### config.mk
export PLATFORM = sky130hd
export DESIGN_NAME = synth_sample_gen
export DESIGN_NICKNAME = d
export VERILOG_FILES = /design/src/rtl/synth_sample_gen.sv
export SDC_FILE = /design/constraint.sdc
export NUM_CORES = 1
export LEC_CHECK = 0
export BUFFER_PORTS_ARGS = -buffer_cell sky130_fd_sc_hd__buf_4
export CAP_MARGIN = 20
export CORE_MARGIN = 1.5
export CORE_UTILIZATION = 43
export CTS_CLUSTER_DIAMETER = 30
export DETAILED_ROUTE_END_ITERATION = 7
export PLACE_DENSITY = 0.71
export SETUP_SLACK_MARGIN = 0.1
export SLEW_MARGIN = 10
export SYNTH_ARGS = -nofsm -noshare
export SYNTH_HDL_FRONTEND = slang
export SYNTH_SLANG_ARGS = --single-unit
### constraint.sdc
create_clock -name clk -period 3.6 [get_ports clk]
set_clock_uncertainty 0.05 [all_clocks]
set_input_delay 0.9 -clock clk [delete_from_list [all_inputs] [get_ports clk]]
set_output_delay 0.9 -clock clk [all_outputs]
set_load 0.005 [all_outputs]
### src/rtl/synth_sample_gen.sv
// synth_sample_gen
// Phase-accumulator tone generator that produces one unsigned CODE_W-bit sample
// per accepted synth_valid/synth_ready handshake. The waveform is selectable.
// Volume is an arithmetic right shift about midscale. The note gate forces
// midscale when it is low.
//
// Ports
//   clk               in   system clock
//   rst               in   synchronous active-high reset
//   fcw               in   frequency control word, sampled on the transfer edge
//   wave_sel          in   00 saw, 01 square, 10 triangle, 11 DC midscale
//   volume            in   right shift applied to the signed sample (0 = full)
//   note_en           in   0 forces the output sample to midscale
//   synth_ready       in   consumer ready (a 1-cycle pulse is allowed)
//   synth_valid       out  sample on scaled_synth_code is valid
//   scaled_synth_code out  unsigned output sample
module synth_sample_gen #(
   parameter int unsigned PHASE_W = 24,
   parameter int unsigned CODE_W  = 10
) (
   input  logic               clk,
   input  logic               rst,
   input  logic [PHASE_W-1:0] fcw,
   input  logic [1:0]         wave_sel,
   input  logic [2:0]         volume,
   input  logic               note_en,
   input  logic               synth_ready,
   output logic               synth_valid,
   output logic [CODE_W-1:0]  scaled_synth_code
);

   localparam logic [1:0] ST_WAVE  = 2'd0;
   localparam logic [1:0] ST_SCALE = 2'd1;
   localparam logic [1:0] ST_HOLD  = 2'd2;

   localparam logic [CODE_W-1:0] MID = {1'b1, {(CODE_W-1){1'b0}}};

   logic [1:0]         state_q, state_d;
   logic [PHASE_W-1:0] phase_q, phase_d;
   logic [CODE_W-1:0]  wave_raw_q, wave_raw_d;
   logic [CODE_W-1:0]  code_q, code_d;
   logic               valid_q, valid_d;

   logic [CODE_W-1:0]  p;
   logic [CODE_W-1:0]  wave_val;
   logic signed [CODE_W:0] diff_s;
   logic signed [CODE_W:0] shr_s;
   logic [CODE_W-1:0]  scaled;

   assign p = phase_q[PHASE_W-1 -: CODE_W];

   // Waveform lookup from the top bits of the phase
   always_comb begin
      wave_val = MID;
      case (wave_sel)
         2'b00:   wave_val = p;
         2'b01:   wave_val = {CODE_W{p[CODE_W-1]}};
         2'b10:   wave_val = {(p[CODE_W-1] ? ~p[CODE_W-2:0] : p[CODE_W-2:0]), 1'b0};
         default: wave_val = MID;
      endcase
   end

   // Attenuate about midscale; the shifted value always lands back in range
   always_comb begin
      diff_s = $signed({1'b0, wave_raw_q}) - $signed({1'b0, MID});
      shr_s  = diff_s >>> volume;
      scaled = CODE_W'($unsigned(shr_s) + {1'b0, MID});
   end

   // Next-state and datapath updates
   always_comb begin
      state_d    = state_q;
      phase_d    = phase_q;
      wave_raw_d = wave_raw_q;
      code_d     = code_q;
      case (state_q)
         ST_WAVE: begin
            wave_raw_d = wave_val;
            state_d    = ST_SCALE;
         end
         ST_SCALE: begin
            code_d  = note_en ? scaled : MID;
            state_d = ST_HOLD;
         end
         ST_HOLD: begin
            if (synth_ready) begin
               phase_d = phase_q + fcw;
               state_d = ST_WAVE;
            end
         end
         default: state_d = ST_WAVE;
      endcase
      valid_d = (state_d == ST_HOLD);
   end

   // State register
   always_ff @(posedge clk) begin
      if (rst) begin
         state_q    <= ST_WAVE;
         phase_q    <= '0;
         wave_raw_q <= '0;
         code_q     <= MID;
         valid_q    <= 1'b0;
      end else begin
         state_q    <= state_d;
         phase_q    <= phase_d;
         wave_raw_q <= wave_raw_d;
         code_q     <= code_d;
         valid_q    <= valid_d;
      end
   end

   assign synth_valid       = valid_q;
   assign scaled_synth_code = code_q;

endmodule

==> flow_summary.json, run 1 <==
{
  "regArea_um2": 940.9,
  "syn_area_um2": 3491,
  "num_antenna_cells": 0,
  "whs_path_depth": 2,
  "status": "complete, no violations",
  "use_met2_pct": 34.37,
  "reg2reg_from": "phase_q[0]",
  "overflow": 0,
  "gp_congestion": 0.8702,
  "r2r_end": "phase_q[20]",
  "instances_no_fill": 587,
  "p_leak_nw": 1.618,
  "wl_um": 8366,
  "cts_tree": "done",
  "reg2reg_depth": 8,
  "wl_per_cell_um": 14.25,
  "initial_core_util_pct": 44.71,
  "dp_cells": 579,
  "drt_iter0_drc": 102,
  "clock-sinks": 47,
  "ant_nets": 0,
  "cp.required_ns": 3.76,
  "power.total_w": 0.001277,
  "post_cts_buffers": 0,
  "synth.ff_latch_count": 47,
  "seq_power_share_pct": 45.0,
  "grt_usage_pct": 19.98,
  "switchingPower_w": 0.0003935,
  "setup-tns-final_ns": 0,
  "path_class": "in2reg",
  "grt_pass1_wl_um": 14150,
  "post-route-drc-count": 0,
  "slew_headroom_pct": 37.51,
  "multi_input_area_um2": 2430,
  "port-buffer-count": 43,
  "grt_pass1_vias": 3225,
  "die_w_um": 93.10,
  "tightest_slew_ns": 0.9339,
  "die_area_um2": 8668,
  "yosysSeqAreaShare_pct": 26.95,
  "rows": 32,
  "hold_end": "scaled_synth_code[8]",
  "clkTransAtPathRegs_ns": 0.10,
  "ios": 44,
  "cp_max_fo": 4,
  "clock_path_buffers": 2,
  "min_period_over_period_pct": 79.23,
  "ir_drop_v": 0.0001429,
  "chipHeight_um": 93.10,
  "cp.arrival_ns": 3.01,
  "async_flop_share_pct": 0,
  "cp-end-kind": "flip-flop",
  "critPathLaunchType": "primary input",
  "rsz0062_at_grt": "no",
  "grt_start_max_net_pins": 41,
  "power_frac_clock_pct": 32.2,
  "powerDensity_nw_per_um2": 321.3,
  "vias_per_cell": 5.845,
  "fill_cells": 751,
  "cts_resized": 0,
  "slew_violations": 0,
  "yosysTopAreaCell": "dfxtp_1",
  "drive_above_1_share_pct": 15.67,
  "hpwl_um": 6364,
  "dr.pass1.iters": 5,
  "swShare_pct": 30.82,
  "synth_edf_count": 0,
  "max_freq_mhz": 350.6,
  "grtUsageMet1_pct": 24.57,
  "worstHoldStart": "scaled_synth_code[8]",
  "cell_internal_pwr_w": 0.0008834,
  "h-tree-depth": 2,
  "dr_total_vias": 3431,
  "fp.coreArea_um2": 7807,
  "top_usage_layer": "met2",
  "hold_path.class": "reg2reg",
  "setup_viol": 0,
  "hold_ws_ns": 0.4105,
  "hold_viol_final": 0,
  "cts_hold_buf": 0,
  "synth_area_leaders": "dfxtp_1, ha_1, a21oi_1, o21ai_0, nor2_1",
  "synth_flop_cell": "dfxtp_1",
  "clk_latency_ns": 0.31,
  "period_minus_slack_ns": 2.852,
  "comb_power_share_pct": 22.8,
  "synth_fp_nets": 510,
  "antenna_found_initial": 0,
  "netlist_instances": 453,
  "numCtsBuffers": 5,
  "synth_cell_types": 64,
  "syn_avg_cell_area_um2": 7.706,
  "syn_to_final_growth_pct": 13.84,
  "fin_nets": 541,
  "synth_top_area_share_pct": 26.95,
  "yosys_warnings": 0,
  "reg2reg_slack_ns": 1.12,
  "clock-root-buffer": "clkbuf_8",
  "maxCapViolations": 0,
  "grt_use_met3_pct": 5.041
}
[registers in the layout, summed over array words and instances, names as in the netlist]
name               flops
scaled_synth_code     10
synth_valid            1
phase_q               24
wave_raw_q            10
state_q                2
[cell type report]
class / instances / share of cell area [%]
clock buffer: 5 / 1.732
multi-input combinational: 378 / 61.15
inverter: 8 / 0.7557
sequential: 47 / 23.68
clock inverter: 3 / 1.165
timing repair buffer: 44 / 8.312
tap: 102 / 3.212
[how the worst max path moves through the flow]
stage	from	endpoint	slack, ns	cells past startpoint
CTS	fcw[0]	phase_q[12]	0.79	9
detailed placement	fcw[0]	phase_q[20]	0.46	9
floorplan	fcw[0]	phase_q[20]	0.78	8
global placement	fcw[0]	phase_q[16]	0.54	9
finish	fcw[0]	phase_q[20]	0.75	9
global route	fcw[0]	phase_q[12]	0.68	9
[power groups by stage]
stage          clock, W  combinational (W)  sequential [W]
3_5_place_dp          0           0.000289        0.000586
3_3_place_gp          0           0.000283        0.000586
5_1_grt        0.000446           0.000324        0.000580
6_report       0.000411           0.000291        0.000575
2_1_floorplan         0           0.000211        0.000578
4_1_cts        0.000422           0.000290        0.000574
[cell usage in the layout, fill, tap and decap left out, types with 3 or more instances in the layout]
cell,n
and2_1,3
a22oi_1,5
nor2_1,53
o21ai_0,40
a32o_1,5
buf_4,44
mux2i_1,7
nand2b_1,3
nand4_1,3
nand3_1,7
or3_1,7
a31oi_1,6
inv_1,8
and3_1,6
nand2_1,51
o21a_1,4
dfxtp_1,47
xnor2_1,5
mux2_2,3
clkbuf_8,5
ha_1,23
nor2b_1,13
a211oi_1,15
nor3_1,10
a21oi_1,56
a21o_1,6
[Yosys cell counts (all sizes together), types with 3 or more instances]
library cell,instances
o21ai,41
a21o,6
a31oi,6
nand3,8
mux2i,7
inv,8
o21a,4
or3,9
xnor2,5
mux2,4
o2111ai,3
ha,23
a22oi,5
and2,3
and3,6
nor2b,13
clkbuf,15
nor3,10
nand4,3
a32o,5
nand2,52
nor2,53
dfxtp,47
nand2b,3
buf,5
a211oi,17
o211ai,3
a21oi,58
[metal layers]
metal / vias to the layer above / wire, um
met5: - / 0
met4: 0 / 134
met3: 14 / 343
met2: 67 / 3995
met1: 1613 / 3892
li1: 1737 / -
[worst max-delay path: stages]
cell and delay [ns]:
buf_4 0.11, ha_1 0.24, fa_1 0.42, a21oi_1 0.25, o211a_1 0.26, or3_4 0.17, a21oi_1 0.07, or3_1 0.33
a32o_1 0.25
[through the flow]
stage                     setup slack, ns  area (um2)  util (%)
after floorplan                    0.7773        3491         -
after global placement             0.5391        3859     49.42
after detailed placement           0.4550        3859     49.42
after CTS                          0.7905        3974     50.90
after global routing               0.6818        3974     50.90
final                              0.7476        3974     50.90
[kinds of logic (layout without fill, tap and decap cells)]
kind of cell | after synthesis | count (layout) | synth area share (%)
DFF | 47 | 47 | 26.95
AOI/OAI and AO/OA | 167 | 167 | 31.90
adders and majority gates | 24 | 24 | 8.817
xor gates and xnor gates | 7 | 7 | 1.756
buffers and inverters | 28 | 60 | 3.441
muxes | 13 | 13 | 4.695
and+or+nand+nor | 167 | 167 | 22.44
(Power assumes the default switching activity.)
==> run 2: changes to the inputs <==
Settings changed: ABC_AREA set to 1.
Clock period 3.6 ns to 2.7 ns, I/O delays scaled along.
==> flow_summary.json, run 2 <==
{
  "slew_violations": 0,
  "grt_usage_pct": 21.23,
  "ios": 44,
  "antenna_found_initial": 0,
  "fill_cells": 925,
  "crit_slowest_cell": "fa_1",
  "ys_top_cells_by_count": "nand2_1, inv_1, dfxtp_1",
  "die_area_um2": 9731,
  "wl_per_cell_um": 12.15,
  "path_class": "in2reg",
  "grt_pass1_wl_um": 17130,
  "hpwl_um": 7860,
  "wl_um": 9855,
  "maxCapViolations": 0,
  "clock-root-buffer": "clkbuf_8",
  "path_cells": "buf_4 > ha_1 > fa_1 > nand3_1 > nand3_2 > nand2_1 > nand2_2 > nand3_1 > nand2_1 > nand2_1 > nand3_1 > nand2_1 > inv_1",
  "chipHeight_um": 98.65,
  "power.total_w": 0.001781,
  "netlist_instances": 665,
  "syn_to_final_growth_pct": 13.20,
  "rows": 34,
  "reg2reg_from": "phase_q[0]",
  "synth_cell_types": 36,
  "hold_viol_final": 0,
  "slew_headroom_pct": 63.65,
  "async_flop_share_pct": 0,
  "rsz0062_at_grt": "no",
  "cts_resized": 0,
  "clock_path_buffers": 2,
  "yosysSeqAreaShare_pct": 23.92,
  "power_frac_clock_pct": 31.8,
  "worstHoldStart": "scaled_synth_code[3]",
  "layout_common_cells": "nand2_1, inv_1, dfxtp_1",
  "synth_flop_cell": "dfxtp_1",
  "fp.coreArea_um2": 8806,
  "post_cts_buffers": 0,
  "largest_reg_flops": 24,
  "hold_path.class": "reg2reg",
  "regMostFlops": "phase_q",
  "cp_max_fo": 4,
  "failed_checks": "design-rule violations",
  "fin_nets": 759,
  "vias_per_cell": 5.025,
  "p_leak_nw": 2.453,
  "port-buffer-count": 43,
  "syn_area_um2": 3934,
  "grt_start_max_net_pins": 33,
  "dp_cells": 803,
  "cts_tree": "done",
  "powerDensity_nw_per_um2": 400.0,
  "die_w_um": 98.65,
  "gp_congestion": 0.9498,
  "clk_latency_ns": 0.32,
  "period_minus_slack_ns": 2.106,
  "layout_commonest_cell": "nand2_1",
  "critPathLaunchType": "primary input",
  "path_buf_inv": 2,
  "cp_slowest_stage_delay_ns": 0.45,
  "r2r_end": "phase_q[16]",
  "cell_internal_pwr_w": 0.001182,
  "synth.ff_latch_count": 47,
  "cp-end-kind": "flip-flop",
  "cp.required_ns": 2.88,
  "ant_nets": 0,
  "grt_pass1_vias": 3785,
  "overflow": 0,
  "clock-sinks": 47,
  "synth_edf_count": 0,
  "worst-path-stages": 13,
  "synth_area_leaders": "dfxtp_1, nand2_1, inv_1, ha_1, a21oi_1",
  "drt_iter0_drc": 266,
  "yosys_warnings": 0,
  "seq_power_share_pct": 42.6,
  "yosysTopAreaCell": "dfxtp_1",
  "whs_path_depth": 2,
  "dr.pass1.iters": 8,
  "hold_ws_ns": 0.4191,
  "cp.arrival_ns": 2.29,
  "min_period_over_period_pct": 77.99,
  "max_freq_mhz": 474.9,
  "reg2reg_slack_ns": 0.74,
  "setup_viol": 0,
  "switchingPower_w": 0.0005990,
  "cts_hold_buf": 0,
  "synth_fp_nets": 722,
  "hold_end": "scaled_synth_code[3]",
  "numCtsBuffers": 5,
  "swShare_pct": 33.63,
  "drive_above_1_share_pct": 11.10,
  "initial_core_util_pct": 44.67,
  "reg2reg_depth": 12,
  "num_antenna_cells": 0,
  "yosysMostFrequentCell": "nand2_1",
  "timing.critical_path.mode_cell": "nand2_1",
  "comb_power_share_pct": 25.6,
  "critical_path.top_delay_family": "simple AND/OR/NAND/NOR gates",
  "synth_top_area_share_pct": 23.92,
  "dr_total_vias": 4075,
  "instances_no_fill": 811,
  "h-tree-depth": 2,
  "syn_avg_cell_area_um2": 5.915,
  "post-route-drc-count": 6,
  "ir_drop_v": 0.0001861,
  "status": "complete, but fails checks",
  "tightest_slew_ns": 0.5446,
  "regArea_um2": 940.9,
  "clkTransAtPathRegs_ns": 0.11,
  "utilization_pct": 50.57,
  "multi_input_area_um2": 2459,
  "setup-tns-final_ns": 0
}
run 2: changes by cell type after synthesis, sizes merged, moves of 8 or more:
| cell | delta |
|---|---|
| a211oi | -17 |
| nor2b | -13 |
| nor2 | -9 |
| o21ai | -14 |
| nand2 | +185 |
| or3 | -9 |
| nand3 | +42 |
| inv | +116 |
| a21oi | -11 |
| nor3 | -8 |
run 2: cell families after synthesis:
logic type,count (synthesis),share of synthesized area (%)
xor+xnor,9,2.004
fa+ha+maj,24,7.825
simple gates,343,37.41
buf+inv,139,13.58
flops,47,23.92
mux,2,0.5089
compound gates,101,14.76
run 2: layout make-up:
class | count | area share [%]
clock buffer | 5 | 1.545
clock inverter | 3 | 1.040
inverter | 124 | 10.45
multi-input combinational | 479 | 55.21
sequential | 47 | 21.13
tap | 108 | 3.035
timing repair buffer | 45 | 7.586
run 2: power groups by stage:
stage          logic (W)  clock network [W]  registers (W)
6_report        0.000456           0.000566       0.000758
5_1_grt         0.000522           0.000593       0.000764
4_1_cts         0.000454           0.000568       0.000758
2_1_floorplan   0.000326                  0       0.000766
3_3_place_gp    0.000444                  0       0.000773
3_5_place_dp    0.000453                  0       0.000774
run 2: routing by layer:
metal / wire (um) / global-route usage, % / vias to the layer above
li1: - / - / 2152
met5: 0 / 0 / -
met1: 4910 / 29.68 / 1818
met2: 4277 / 34.40 / 95
met4: 140 / 5.385 / 0
met3: 526 / 3.191 / 10
run 2: worst max-delay path by stage:
stage,end,slack (ns),start
2_1_floorplan,phase_q[16],0.54,fcw[0]
3_3_place_gp,phase_q[16],0.28,fcw[0]
3_5_place_dp,phase_q[16],0.27,fcw[0]
4_1_cts,phase_q[16],0.61,fcw[0]
5_1_grt,phase_q[16],0.43,fcw[0]
6_report,phase_q[16],0.59,fcw[0]
run 2: worst reg2reg max path, stage by stage (launching register included):
cell and delay [ns]:
dfxtp_1 0.33, ha_1 0.24, fa_1 0.45, nand3_1 0.11, nand3_2 0.13, nand2_1 0.11, nand2_2 0.08, nand3_1 0.10
nand2_1 0.06, nand2_1 0.06, nand3_1 0.06, nand2_1 0.06, inv_1 0.03
run 2: through the flow:
stage	cell area, um2	worst slack, ns
2_1_floorplan	3934	0.5384
3_3_place_gp	4338	0.2838
3_5_place_dp	4338	0.2703
6_report	4453	0.5942
5_1_grt	4453	0.4261
4_1_cts	4453	0.6097
==> run 3: changes to the inputs <==
Settings changed: PLACE_DENSITY 0.71 to 0.73.
Clock period 2.7 ns to 1.74 ns, I/O delays scaled along.
==> flow_summary.json, run 3 (synthesized netlist as in run 2, its figures left out) <==
{
  "power.total_w": 0.003096,
  "p_leak_nw": 2.808,
  "slew_violations": 0,
  "hpwl_um": 8638,
  "fill_cells": 766,
  "clock-root-buffer": "clkbuf_8",
  "min_period_over_period_pct": 103.3,
  "maxCapViolations": 0,
  "cts_tree": "done",
  "period_minus_slack_ns": 1.797,
  "clk_latency_ns": 0.31,
  "clkTransAtPathRegs_ns": 0.11,
  "vias_per_cell": 5.217,
  "path_class": "reg2reg",
  "dr.pass1.iters": 7,
  "cp.arrival_ns": 1.97,
  "wl_um": 11870,
  "cp_slowest_stage_delay_ns": 0.37,
  "syn_to_final_growth_pct": 39.25,
  "ios": 44,
  "critical_path.top_delay_family": "simple AND/OR/NAND/NOR gates",
  "failed_checks": "design-rule violations, negative setup slack",
  "drive_above_1_share_pct": 30.68,
  "chipHeight_um": 98.65,
  "rows": 34,
  "wl_per_cell_um": 13.79,
  "cp-end-kind": "flip-flop",
  "layout_common_cells": "nand2_1, inv_1, buf_4, a21oi_1, nand3_1",
  "grt_pass1_vias": 4357,
  "antenna_found_initial": 0,
  "cts_hold_buf": 0,
  "dr_total_vias": 4492,
  "path_buf_inv": 1,
  "layout_commonest_cell": "nand2_1",
  "num_antenna_cells": 0,
  "hold_path.class": "in2reg",
  "worst-path-stages": 12,
  "gp_congestion": 0.9293,
  "port-buffer-count": 43,
  "largest_reg_flops": 24,
  "die_w_um": 98.65,
  "reg2reg_depth": 12,
  "grt_pass1_wl_um": 19130,
  "status": "complete, but fails checks",
  "grt_start_max_net_pins": 23,
  "tightest_slew_ns": 0.4273,
  "hold_viol_final": 0,
  "ir_drop_v": 0.0003800,
  "rsz0062_at_grt": "yes",
  "overflow": 0,
  "numCtsBuffers": 5,
  "critPathLaunchType": "flip-flop",
  "setup_ws_ns": -0.05696,
  "max_freq_mhz": 556.5,
  "slew_headroom_pct": 71.40,
  "drt_iter0_drc": 286,
  "grt_usage_pct": 23.90,
  "cp_max_fo": 4,
  "path_cells": "ha_4 > fa_2 > nand3_2 > nand3_4 > nand2_4 > nand2_4 > nand3_2 > nand2_1 > nand2_1 > nand3_2 > nand2_2 > inv_1",
  "die_area_um2": 9731,
  "utilization_pct": 62.21,
  "timing.critical_path.mode_cell": "nand3_2",
  "setup-tns-final_ns": -0.1800,
  "cp.required_ns": 1.92,
  "fp.coreArea_um2": 8806,
  "initial_core_util_pct": 44.67,
  "fin_nets": 809,
  "regMostFlops": "phase_q",
  "whs_path_depth": 2,
  "h-tree-depth": 2,
  "crit_slowest_cell": "fa_2",
  "clock-sinks": 47,
  "ant_nets": 0,
  "post-route-drc-count": 4,
  "powerDensity_nw_per_um2": 565.3,
  "clock_path_buffers": 2,
  "setup_viol": 6
}
-- run 3: changes by cell type in the layout (fill, tap and decap cells not counted), moves of 8 or more --
cell,before,now
buf_4,45,85
buf_6,0,8
dfxtp_1,47,32
dfxtp_2,0,15
ha_1,23,1
ha_4,0,22
nand2_1,230,196
nand2_2,7,32
nand2_4,0,9
nand3_1,45,35
nor2_1,38,27
-- run 3: metrics by stage --
step | area (um2) | hold slack, ns | worst slack (ns) | instances
after floorplan | 4088 | 0.3953 | -0.04103 | 665
after global routing | 5478 | 0.3485 | -0.1203 | 861
final | 5478 | 0.3524 | -0.05696 | 861
after detailed placement | 4817 | 0.4091 | -0.2729 | 843
after CTS | 5199 | 0.3417 | -0.005667 | 857
after global placement | 4817 | 0.4041 | -0.2672 | 843
-- run 3: path summary, 6_finish.rpt --
path	startpoint	to	slack (ns)
setup / recovery	phase_q[0]	phase_q[16]	-0.06
hold / removal	rst	scaled_synth_code[8]	0.35
setup reg to reg	phase_q[0]	phase_q[16]	-0.06
hold reg to reg	wave_raw_q[7]	wave_raw_q[7]	0.42
-- run 3: worst register-to-register path, delay by kind of cell, from the launching register on --
| family | cells | cell delay, ns |
|---|---|---|
| adders and majority gates | 2 | 0.53 |
| DFF | 1 | 0.35 |
| and+or+nand+nor | 9 | 0.74 |
| buffers and inverters | 1 | 0.03 |
-- run 3: area by class of cell --
class	instances	area (um2)	area share (%)
clock buffer	5	68.82	1.256
sequential	47	959.7	17.52
tap	108	135.1	2.467
clock inverter	3	46.29	0.8451
inverter	124	465.4	8.497
timing repair buffer	95	768.2	14.02
multi-input combinational	479	3034	55.39
-- run 3: metal layers --
metal,vias up,GRT usage [%],wire (um)
met1,2068,30.90,5327
met2,149,40.81,5689
met4,0,7.253,196
li1,2257,-,-
met3,18,4.113,657
met5,-,0,0
-- run 3: repair_timing --
item / in CTS / in global routing
setup endpoints to repair: 17 / 20
resized for setup: 50 / 61
buffers inserted: 6 / 5
pin swaps: 32 / 21
-- run 3: power breakdown --
group          switching [W]  internal, W
clock               0.000447     0.000434
combinational       0.000566     0.000460
sequential         0.0000532      0.00114
total                0.00107      0.00203
